### src/rtl/serial_cmp_pkg.sv
// Shared types for the serial MSB-first magnitude comparator: FSM states,
// running decision and the registered result flags.
package serial_cmp_pkg;

   localparam int CMP_MAX_WIDTH = 32;

   typedef enum logic [1:0] {
      IDLE  = 2'd0,
      SHIFT = 2'd1,
      DONE  = 2'd2
   } state_t;

   // EQUAL is the all-zero encoding so a cleared decision register reads EQUAL.
   typedef enum logic [1:0] {
      EQUAL   = 2'd0,
      GREATER = 2'd1,
      LESS    = 2'd2
   } decision_t;

   typedef struct packed {
      logic gt;
      logic eq;
      logic lt;
      logic ne;
   } flags_t;

   function automatic flags_t decision_to_flags(input decision_t dec);
      flags_t f;
      f = '0;
      case (dec)
         GREATER: f.gt = 1'b1;
         LESS:    f.lt = 1'b1;
         default: f.eq = 1'b1;
      endcase
      f.ne = ~f.eq;
      return f;
   endfunction

endpackage

### src/rtl/onebit_cmp_cell.sv
// Combinational 1-bit magnitude compare cell; exactly one output is high.
module onebit_cmp_cell (
   input  logic x,
   input  logic y,
   output logic gt,
   output logic eq,
   output logic lt
);

   assign gt = x & ~y;
   assign eq = ~(x ^ y);
   assign lt = ~x & y;

endmodule

### src/rtl/serial_magnitude_comparator.sv
// Bit-serial MSB-first magnitude comparator with done pulse and held flags.
// Define SERIAL_CMP_SIGNED_EN for a two's complement compare.
module serial_magnitude_comparator
   import serial_cmp_pkg::*;
#(
   parameter int WIDTH      = 8,
   parameter bit EARLY_EXIT = 1'b1
) (
   input  logic             clk,
   input  logic             rst,
   input  logic             start,
   input  logic [WIDTH-1:0] a,
   input  logic [WIDTH-1:0] b,
   output logic             busy,
   output logic             done,
   output logic             gt,
   output logic             eq,
   output logic             lt,
   output logic             ne
);

   localparam int             CNT_W   = $clog2(WIDTH);
   localparam logic [CNT_W-1:0] CNT_MAX = CNT_W'(WIDTH - 1);

   if (WIDTH < 2 || WIDTH > CMP_MAX_WIDTH) begin : g_width_check
      $error("serial_magnitude_comparator: WIDTH must be in 2..%0d", CMP_MAX_WIDTH);
   end

   state_t           r_state;
   logic [WIDTH-1:0] r_sa;
   logic [WIDTH-1:0] r_sb;
   logic [CNT_W-1:0] r_cnt;
   decision_t        r_dec;
   logic             r_busy;
   logic             r_done;
   flags_t           r_flags;

   logic      w_cell_gt;
   logic      w_cell_eq;
   logic      w_cell_lt;
   logic      w_invert;
   logic      w_bit_gt;
   logic      w_bit_lt;
   logic      w_finish;
   decision_t w_dec_next;

   onebit_cmp_cell u_cell (
      .x  (r_sa[WIDTH-1]),
      .y  (r_sb[WIDTH-1]),
      .gt (w_cell_gt),
      .eq (w_cell_eq),
      .lt (w_cell_lt)
   );

   // A two's complement sign bit weighs negatively, so only a first
   // difference found on the very first shift flips the outcome.
`ifdef SERIAL_CMP_SIGNED_EN
   assign w_invert = (r_cnt == CNT_MAX);
`else
   assign w_invert = 1'b0;
`endif

   assign w_bit_gt = w_invert ? w_cell_lt : w_cell_gt;
   assign w_bit_lt = w_invert ? w_cell_gt : w_cell_lt;
   assign w_finish = (EARLY_EXIT && !w_cell_eq) || (r_cnt == '0);

   // NOTE: every always_comb output gets a default first so no path leaves it unassigned (no latch).
   always_comb begin
      w_dec_next = r_dec;
      if (r_dec == EQUAL) begin
         if (w_bit_gt)      w_dec_next = GREATER;
         else if (w_bit_lt) w_dec_next = LESS;
      end
   end

   // NOTE: state uses non-blocking assignments so every register samples pre-edge values.
   always_ff @(posedge clk) begin
      if (rst) begin
         // NOTE: the operand shift registers are reset as well; the cost is small and state is fully defined after reset.
         r_state <= IDLE;
         r_sa    <= '0;
         r_sb    <= '0;
         r_cnt   <= '0;
         r_dec   <= EQUAL;
         r_busy  <= 1'b0;
         r_done  <= 1'b0;
         r_flags <= '0;
      end else begin
         case (r_state)
            IDLE: begin
               r_done <= 1'b0;
               if (start) begin
                  r_sa    <= a;
                  r_sb    <= b;
                  r_cnt   <= CNT_MAX;
                  r_dec   <= EQUAL;
                  r_busy  <= 1'b1;
                  r_state <= SHIFT;
               end
            end

            SHIFT: begin
               r_sa  <= {r_sa[WIDTH-2:0], 1'b0};
               r_sb  <= {r_sb[WIDTH-2:0], 1'b0};
               r_dec <= w_dec_next;
               if (w_finish) begin
                  r_busy  <= 1'b0;
                  r_done  <= 1'b1;
                  r_flags <= decision_to_flags(w_dec_next);
                  r_state <= DONE;
               end else begin
                  r_cnt <= r_cnt - 1'b1;
               end
            end

            DONE: begin
               r_done  <= 1'b0;
               r_state <= IDLE;
            end

            default: begin
               r_busy  <= 1'b0;
               r_done  <= 1'b0;
               r_state <= IDLE;
            end
         endcase
      end
   end

   assign busy = r_busy;
   assign done = r_done;
   assign gt   = r_flags.gt;
   assign eq   = r_flags.eq;
   assign lt   = r_flags.lt;
   assign ne   = r_flags.ne;

endmodule

### config.mk
export PLATFORM = sky130hd
export DESIGN_NAME = serial_magnitude_comparator
export DESIGN_NICKNAME = d
export VERILOG_FILES = /design/src/rtl/serial_cmp_pkg.sv /design/src/rtl/onebit_cmp_cell.sv /design/src/rtl/serial_magnitude_comparator.sv
export SDC_FILE = /design/constraint.sdc
export NUM_CORES = 1
export LEC_CHECK = 0
export BUFFER_PORTS_ARGS = -buffer_cell sky130_fd_sc_hd__buf_4
export CELL_PAD_IN_SITES_DETAIL_PLACEMENT = 0
export CELL_PAD_IN_SITES_GLOBAL_PLACEMENT = 1
export CORE_UTILIZATION = 42
export DETAILED_ROUTE_END_ITERATION = 8
export GPL_ROUTABILITY_DRIVEN = 1
export PLACE_DENSITY = 0.81
export SLEW_MARGIN = 0
export SYNTH_ARGS = -nofsm -noshare
export SYNTH_HDL_FRONTEND = slang
export SYNTH_SLANG_ARGS = --single-unit
### constraint.sdc
create_clock -name clk -period 1.8 [get_ports clk]
set_clock_uncertainty 0.05 [all_clocks]
set_input_delay 0.09 -clock clk [delete_from_list [all_inputs] [get_ports clk]]
set_output_delay 0.09 -clock clk [all_outputs]
set_load 0.1 [all_outputs]
; ---- After elaboration in Yosys (flattened, before gate mapping)
; Index checks and enable logic that the tools add are counted.
[op_classes]
addsub = 1
n_eq_ne = 7
muxes = 24
n_bitwise = 8
n_reduce_logical = 12
[op_table]
columns = operator, n
row1 = $pmux W8 S2, 2
row2 = $mux W8, 2
row3 = $mux W2, 6
row4 = $mux W1, 8
row5 = $pmux W2 S2, 2
row6 = $mux W3, 2
row7 = $ne A2 B2 Y1 const B, 3
row8 = $pmux W3 S2, 1
row9 = $reduce_and A2 Y1, 3
row10 = $reduce_and A3 Y1, 2
row11 = $not A1 Y1, 5
row12 = $eq A2 B1 Y1 const B, 2
row13 = $eq A2 B2 Y1 const B, 2
row14 = $logic_not A2 Y1, 2
row15 = $reduce_or A2 Y1, 2
row16 = $logic_not A3 Y1, 1
row17 = $pmux W1 S3, 1
row18 = $sub A3 B1 Y3 const B, 1
row19 = $and A1 B1 Y1, 2
row20 = $reduce_bool A2 Y1, 1
row21 = $logic_or A1 B1 Y1, 1
row22 = $xor A1 B1 Y1, 1
[totals]
ff_bits = 29
input_bits = 19
wordCells = 63

; ---- Longest topological paths before layout
; Gate-level depths: netlist of the first run.
[depth]
word_depth = 12
ltp_mapped = 8
depth_no_buf = 8

; ---- By module
; From an unflattened synthesis of the first run, not the netlist that was laid out.
[hier_totals]
hier_cells = 163
hier_area_um2 = 1510.2
[by_module_without_submodules]
columns = mod, instances, cells_per_inst, area_each_um2
row1 = serial_magnitude_comparator, 1, 159, 1477.7
row2 = onebit_cmp_cell, 1, 4, 32.5

; ---- Least setup slack after synthesis of the first run
; No wires, ideal clock.
[synth_path]
kind = reg2reg
from = register r_cnt[0]
to = register r_cnt[0]
setup_ns = 0.138
t_arrival_ns = 1.324
t_required_ns = 1.612
slack_ns = 0.288
path_stages_with_launch = 7
synth_period_minus_slack_ns = 1.512
path_cell_list = dfxtp_1 > inv_1 > ha_1 > ha_1 > or3b_1 > mux2i_1 > a211oi_1
[synth_between]
elab_chain_cells = 4
[synth_rtl]
columns = element, line
row1 = "start, declared", serial_magnitude_comparator.sv:32  ; logic [CNT_W-1:0] r_cnt;
row2 = "start signal, assigned", serial_magnitude_comparator.sv:112  ; r_cnt <= r_cnt - 1'b1;
row3 = "parallel branches: the longest is 4 deep, another holds $sub A3 B1 Y3", --
; Several ways; the timed one is not identified. The select of a mux whose other input is x is not followed.
; A chain may end at the register's enable or synchronous reset.

; ---- Final worst setup path of the first run
[layout_path]
from = register r_cnt[0]
to = register r_cnt[2]
; The elaborated chain is that of the path after synthesis.

==> flow_summary_export.csv, run 1 <==
group,metric,value,unit
cts,clock_tree.htree_level_count,2,
cells_and_area,post_route_cell_area,1640,µm²
sta,report.final.hold_viol_count,0,
cts,clock_buffers_created_by_tritoncts,5,
pwr,power.total,1600,µW
drt,drt-wirelength-per-cell,12.0,µm
critical_path,worstSetupStartpointType,"flop",
sta,finalWorstPathRequiredPeriod,1610,ps
synthesis,synthTopCellsByArea,"sky130_fd_sc_hd__dfxtp_1, sky130_fd_sc_hd__mux2i_1, sky130_fd_sc_hd__a211oi_2",
sta,grt_setup_unrepaired,"false",
synthesis,syn-num-nets,165,
synthesis,syn-mean-instance-area,9.99,µm²
placement,dp_hpwl,1770,µm
outcome,outcome,"finished, final reports clean",
cts,cts-root-buf,"sky130_fd_sc_hd__clkbuf_4",
critical_path,critical_path.top_delay_family,"adder cells",
drt,routed_wire_length,2530,µm
synthesis,synth_top_cell_by_area,"sky130_fd_sc_hd__dfxtp_1",
synthesis,synth-main-ff-cell,"sky130_fd_sc_hd__dfxtp_1",
pwr,pwr_per_cell_area,977,nW/µm²
critical_path,cp-end-kind,"flop",
drt,drt_first_pass_iters,4,
critical_path,worst_setup_path_start,"r_cnt[0]",
drt,drc,0,
cells_and_area,layout.area.seq,582,µm²
critical_path,worstRegToRegCells,6,
global_routing,grt_start_max_net_pins,30,
global_routing,antenna_found_initial,0,
drt,drtIter0Drc,42,
drt,num_vias,1084,
global_routing,globalRouteMet2Util,27.3,%
placement,gp_congestion,0.766,
sta,max_freq,622,MHz
drt,vias_per_instance,5.16,
synthesis,yosys.area_share.simple,14.0,%
cells_and_area,syn2layout_area_growth,17.1,%
synthesis,synth_area,1400,µm²
global_routing,grt_pass1_wl,4370,µm
synthesis,synthArstFlopShare,0,%
critical_path,crit-reg2reg-capture,"r_cnt[2]",
critical_path,critical_path_destination,"r_cnt[2]",
cells_and_area,final_layout_size_suffix_gt1_share,27.7,%
synthesis,combinational_family_with_the_most_area_after_synthesis,"compound AO/OA/AOI/OAI gates",
sta,final-setup-viol-count,0,
critical_path,cp_max_fo,4,
floorplanning,io_pins,25,
cells_and_area,multi_input_comb_area,714,µm²
floorplanning,placeableCoreArea,3100,µm²
synthesis,synth.yosys.seq_area_share,41.5,%
floorplanning,initial_core_util,45.1,%
critical_path,cp_common_cell,"sky130_fd_sc_hd__ha_1",
placement,placement.setup.worst_slack,171,ps
sta,slew_violations,0,
synthesis,yosysWarningCount,0,
floorplanning,die_w,59.7,µm
global_routing,grt.total_usage,16.7,%
placement,place.port_buffers,24,
placement,placement.cell_area,1580,µm²
pwr,leak_pwr,0.000682,µW
critical_path,critical_setup_path_class,"flop to flop",
synthesis,post-synth-top-area-fraction,41.5,%
global_routing,total_congestion_overflow,0,
synthesis,post_synth_fa_ha_maj_area_fraction,5.37,%
critical_path,r2r_slack,190,ps
critical_path,worst-path-buf-inv,1,
critical_path,cp.depth,6,
sta,totalNegativeSetupSlack,0,ps
synthesis,post_synth_xor_area_fraction,0,%
cts,clock_sinks,29,
cells_and_area,fill_cells,312,
cts,cts.repair_timing.setup_buffer_count,0,
drt,route.antenna.remaining_nets,0,
synthesis,synth_common_cells,"sky130_fd_sc_hd__dfxtp_1, sky130_fd_sc_hd__nor2_1, sky130_fd_sc_hd__mux2i_1",
synthesis,synthesis.instances,140,
cells_and_area,diodes_inserted,0,
sta,final_min_period_over_clock_period,89.3,%
sta,setup_slack,192,ps
cells_and_area,finalNetCount,190,
flow_run,timing.max_cap.violations,0,
critical_path,critPathSlowestCell,"sky130_fd_sc_hd__dfxtp_2",
synthesis,postSynthRegisterBits,29,
global_routing,global_route.usage.met1,19.9,%
cts,clock_tree_buf_depth,2,
cts,clk-insertion-delay-late,320,ps
sta,slew-limit-headroom,73.6,%
global_routing,globalRouteMet3Util,5.84,%
critical_path,launching_point_of_the_worst_reg2reg_path,"r_cnt[0]",
floorplanning,rows,20,
pwr,power.ir.vdd_worst,0.461,mV
synthesis,synth-compound-area-share,20.9,%
floorplanning,dieHeight,59.7,µm
critical_path,timing.critical_path.required,1970,ps
critical_path,crit_path_max_incr_delay,350,ps
sta,worst_pin_slew,396,ps
cts,tritoncts,"built",
floorplanning,die-area,3570,µm²
global_routing,first_global_vias,1012,
cts,clkTransAtPathRegs,100,ps
global_routing,globalRoute.busiestLayer,"met2",
synthesis,yosysMostFrequentCell,"sky130_fd_sc_hd__dfxtp_1",
synthesis,synth_edf_count,0,
worst_hold_path,timing.hold.worst.class,"primary input to flop",
synthesis,yosys-mux-area-fraction,10.7,%
critical_path,timing.critical_path.cells,"inv_1 -> ha_1 -> ha_1 -> and4bb_1 -> nor2_1 -> a221oi_1",
critical_path,critPathArrivalTime,1780,ps
synthesis,synth.lib_cells_used.distinct,30,
[where the power goes]
group | internal, µW | leakage [µW] | switching (µW)
clock network | 148 | 0.0000320 | 217
logic | 187 | 0.000411 | 290
registers | 714 | 0.000240 | 43.5
[kinds of logic after synthesis]
kind of cell,Yosys count
compound gates,35
mux,15
buf+inv,17
fa+ha+maj,6
simple gates,38
flops,29
[flip-flops by register name, summed over array words and instances, names as in the netlist]
name / cells
r_state: 2
ne: 1
r_sa: 8
r_sb: 8
done: 1
r_cnt: 3
busy: 1
eq: 1
r_dec: 2
lt: 1
gt: 1
[through the flow]
| stage | std cells | hold slack [ps] | util [%] |
|---|---|---|---|
| after floorplan | 140 | 180 | - |
| after global placement | 201 | 301 | 50.8 |
| after detailed placement | 201 | 312 | 50.8 |
| after CTS | 210 | 47.2 | 52.7 |
| after global routing | 210 | 51.6 | 52.8 |
| final | 210 | 58.8 | 52.8 |
[worst register-to-register path, cell delays in order, from the launching register on]
cell	delay, ps
sky130_fd_sc_hd__dfxtp_2	350
sky130_fd_sc_hd__inv_1	50
sky130_fd_sc_hd__ha_1	200
sky130_fd_sc_hd__ha_1	220
sky130_fd_sc_hd__and4bb_1	320
sky130_fd_sc_hd__nor2_1	90
sky130_fd_sc_hd__a221oi_1	250
[final cells by class]
cell class | count | share of cell area, %
Clock buffer | 6 | 2.52
Clock inverter | 2 | 0.611
Inverter | 8 | 1.83
Multi-Input combinational cell | 94 | 43.6
Sequential cell | 29 | 35.5
Tap cell | 44 | 3.36
Timing Repair Buffer | 27 | 12.5
[cell usage in the layout (no fill, tap or decap), types with 2 or more instances in the layout]
master / count
sky130_fd_sc_hd__nor2_1: 20
sky130_fd_sc_hd__ha_1: 6
sky130_fd_sc_hd__a211oi_1: 5
sky130_fd_sc_hd__buf_4: 26
sky130_fd_sc_hd__dfxtp_1: 28
sky130_fd_sc_hd__a221oi_1: 2
sky130_fd_sc_hd__nand2b_1: 2
sky130_fd_sc_hd__nor2b_1: 2
sky130_fd_sc_hd__a211oi_2: 10
sky130_fd_sc_hd__nor3_1: 4
sky130_fd_sc_hd__a21oi_1: 9
sky130_fd_sc_hd__clkbuf_4: 5
sky130_fd_sc_hd__or3b_1: 2
sky130_fd_sc_hd__o21ai_0: 5
sky130_fd_sc_hd__mux2i_1: 15
sky130_fd_sc_hd__clkinv_2: 2
sky130_fd_sc_hd__nand3_1: 3
sky130_fd_sc_hd__inv_1: 8
[how the worst min path moves through the flow]
stage	start	end	slack [ps]	depth (start not counted)
2_1_floorplan	a[0]	r_sa[0]	180	2
4_1_cts	b[5]	r_sb[5]	50	3
3_5_place_dp	a[0]	r_sa[0]	310	3
3_3_place_gp	a[0]	r_sa[0]	300	3
6_report	b[5]	r_sb[5]	60	3
5_1_grt	b[0]	r_sb[0]	50	3
[layer usage]
layer	vias to the layer above	wire length, µm	part of all wire [%]
li1	549	-	-
met1	510	1170	46
met2	20	1190	47
met3	5	135	5.3
met4	0	39	1.5
met5	-	0	0
[repair_timing]
| item | in CTS | in global routing |
|---|---|---|
| hold buffers | 1 | 0 |
| setup endpoints to repair | 0 | 1 |
| gates resized for setup | 0 | 1 |
| endpoints found under the hold margin | 1 | 0 |
Power figures use the tool's default switching activity.
==> run 2, diff against run 1 <==
Settings changed: PLACE_DENSITY 0.81 to unset, PLACE_DENSITY_LB_ADDON set to 0.1.
==> run 2 against run 1 <==
  * Worst setup slack lost 3.6 ps
  * Largest power group unchanged
  * Routed wire length shrank 1.4%
  * Die area unchanged
  * Via count is 3.7% lower
  * Clock power about the same
  * Design area is 0.23% lower
  * Sequential share of layout area hardly changed
  * Register-to-register slack barely moved
  * Hold slack better by 4.3 ps
==> flow_summary_export.csv, run 2 (synthesis results as in run 1) <==
group,metric,value,unit
outcome,outcome,"finished, final reports clean",
critical_path,critPathSlowestCell,"sky130_fd_sc_hd__or3b_1",
floorplanning,io_pins,25,
global_routing,grt_pass1_wl,4170,µm
placement,place.port_buffers,24,
cts,tritoncts,"built",
drt,drc,0,
cells_and_area,most_common_library_cell_in_the_layout_ignoring_fill_and_taps,"sky130_fd_sc_hd__dfxtp_1",
floorplanning,dieHeight,59.7,µm
sta,final_min_period_over_clock_period,89.5,%
cells_and_area,final_layout_size_suffix_gt1_share,25.9,%
cells_and_area,finalNetCount,190,
critical_path,cp_max_fo,4,
cells_and_area,fill_cells,325,
cts,clkTransAtPathRegs,90,ps
drt,route.antenna.remaining_nets,0,
drt,vias_per_instance,4.97,
floorplanning,initial_core_util,45.1,%
sta,grt_setup_unrepaired,"false",
sta,slew-limit-headroom,73.8,%
global_routing,antenna_found_initial,0,
cells_and_area,diodes_inserted,0,
critical_path,crit_path_max_incr_delay,380,ps
critical_path,worst-path-buf-inv,1,
drt,num_vias,1044,
cts,clock_buffers_created_by_tritoncts,5,
floorplanning,die-area,3570,µm²
floorplanning,rows,20,
cts,clk-insertion-delay-late,330,ps
critical_path,timing.critical_path.required,1960,ps
cts,cts.repair_timing.setup_buffer_count,0,
sta,totalNegativeSetupSlack,0,ps
critical_path,critical_path.top_delay_family,"adder cells",
drt,drtIter0Drc,15,
cts,clock_tree_buf_depth,2,
cells_and_area,mostFrequentLayoutCells,"sky130_fd_sc_hd__dfxtp_1, sky130_fd_sc_hd__buf_4, sky130_fd_sc_hd__nor2_1",
worst_hold_path,timing.hold.worst.class,"primary input to flop",
cts,cts-resized-gates,0,
placement,gp_congestion,0.741,
sta,worst_pin_slew,393,ps
cells_and_area,largest_registers,"r_sa (8), r_sb (8), r_cnt (3)",
sta,final-setup-viol-count,0,
cts,clock_sinks,29,
critical_path,worstSetupStartpointType,"flop",
sta,max_freq,620,MHz
sta,final.hold.worst_slack,63.2,ps
critical_path,crit-reg2reg-capture,"r_cnt[0]",
sta,slew_violations,0,
drt,drt-wirelength-per-cell,11.9,µm
critical_path,critical_setup_path_class,"flop to flop",
drt,drt_first_pass_iters,4,
floorplanning,placeableCoreArea,3100,µm²
sta,finalWorstPathRequiredPeriod,1610,ps
global_routing,grt.total_usage,16.4,%
critical_path,cp_common_cell,"sky130_fd_sc_hd__ha_1",
sta,report.final.hold_viol_count,0,
pwr,leak_pwr,0.000677,µW
critical_path,r2r_slack,190,ps
global_routing,first_global_vias,955,
critical_path,cp.depth,6,
global_routing,grt_start_max_net_pins,30,
pwr,pwr_per_cell_area,979,nW/µm²
critical_path,critPathArrivalTime,1770,ps
critical_path,cp-end-kind,"flop",
cts,cts-root-buf,"sky130_fd_sc_hd__clkbuf_4",
pwr,power.ir.vdd_worst,0.476,mV
cts,clock_tree.htree_level_count,2,
critical_path,worst_setup_path_start,"r_cnt[0]",
critical_path,launching_point_of_the_worst_reg2reg_path,"r_cnt[0]",
placement,dp_hpwl,1770,µm
critical_path,worstRegToRegCells,6,
critical_path,critical_path_destination,"r_cnt[0]",
critical_path,timing.critical_path.cells,"inv_1 -> ha_1 -> ha_1 -> or3b_1 -> mux2i_1 -> a211oi_1",
drt,routed_wire_length,2490,µm
flow_run,timing.max_cap.violations,0,
global_routing,total_congestion_overflow,0,
floorplanning,die_w,59.7,µm
pwr,power.total,1600,µW
cells_and_area,syn2layout_area_growth,16.8,%
[run 2: worst min path at each step]
stage | startpoint | end | slack [ps] | cells past startpoint
after floorplan | a[0] | r_sa[0] | 180 | 2
after global placement | a[0] | r_sa[0] | 310 | 3
after detailed placement | a[0] | r_sa[0] | 310 | 3
after CTS | b[6] | r_sb[6] | 50 | 3
after global routing | b[6] | r_sb[6] | 50 | 3
final | b[6] | r_sb[6] | 60 | 3
[run 2: metal layers]
metal,wire (µm),up-vias,GRT usage (%)
li1,-,546,-
met1,1190,471,18.6
met2,1130,19,26.2
met3,122,8,7.14
met4,50,0,7.97
met5,0,-,0
[run 2: worst register-to-register path: stages (launching register included)]
cell and delay (ps):
sky130_fd_sc_hd__dfxtp_1 370, sky130_fd_sc_hd__inv_1 50, sky130_fd_sc_hd__ha_1 200, sky130_fd_sc_hd__ha_1 210
sky130_fd_sc_hd__or3b_1 380, sky130_fd_sc_hd__mux2i_1 140, sky130_fd_sc_hd__a211oi_1 80
[run 2: layout make-up]
cell class	count	area (µm²)	share of cell area [%]
well taps	44	55.1	3.37
inverters	8	30.0	1.84
repair buffers	27	205	12.6
clock buffers	8	48.8	2.99
flip-flops and latches	29	581	35.5
multi-input cells	94	714	43.7
[run 2: through the flow]
step	setup slack (ps)	instances	util [%]	area, µm²
after detailed placement	195	201	50.8	1580
after CTS	178	210	52.7	1630
after global placement	230	201	50.8	1580
after global routing	1.70	210	52.7	1630
after floorplan	288	140	-	1400
final	188	210	52.7	1630
[run 2: power breakdown]
part | total [µW] | internal (µW) | switching, µW | leakage (µW)
registers | 754 | 713 | 41.8 | 0.000239
logic | 479 | 189 | 290 | 0.000411
clock network | 366 | 155 | 211 | 0.0000265
[run 2: what timing repair did]
action	CTS	global route
hold endpoints to repair	1	0
hold buffers	1	0
setup endpoints to repair	0	0
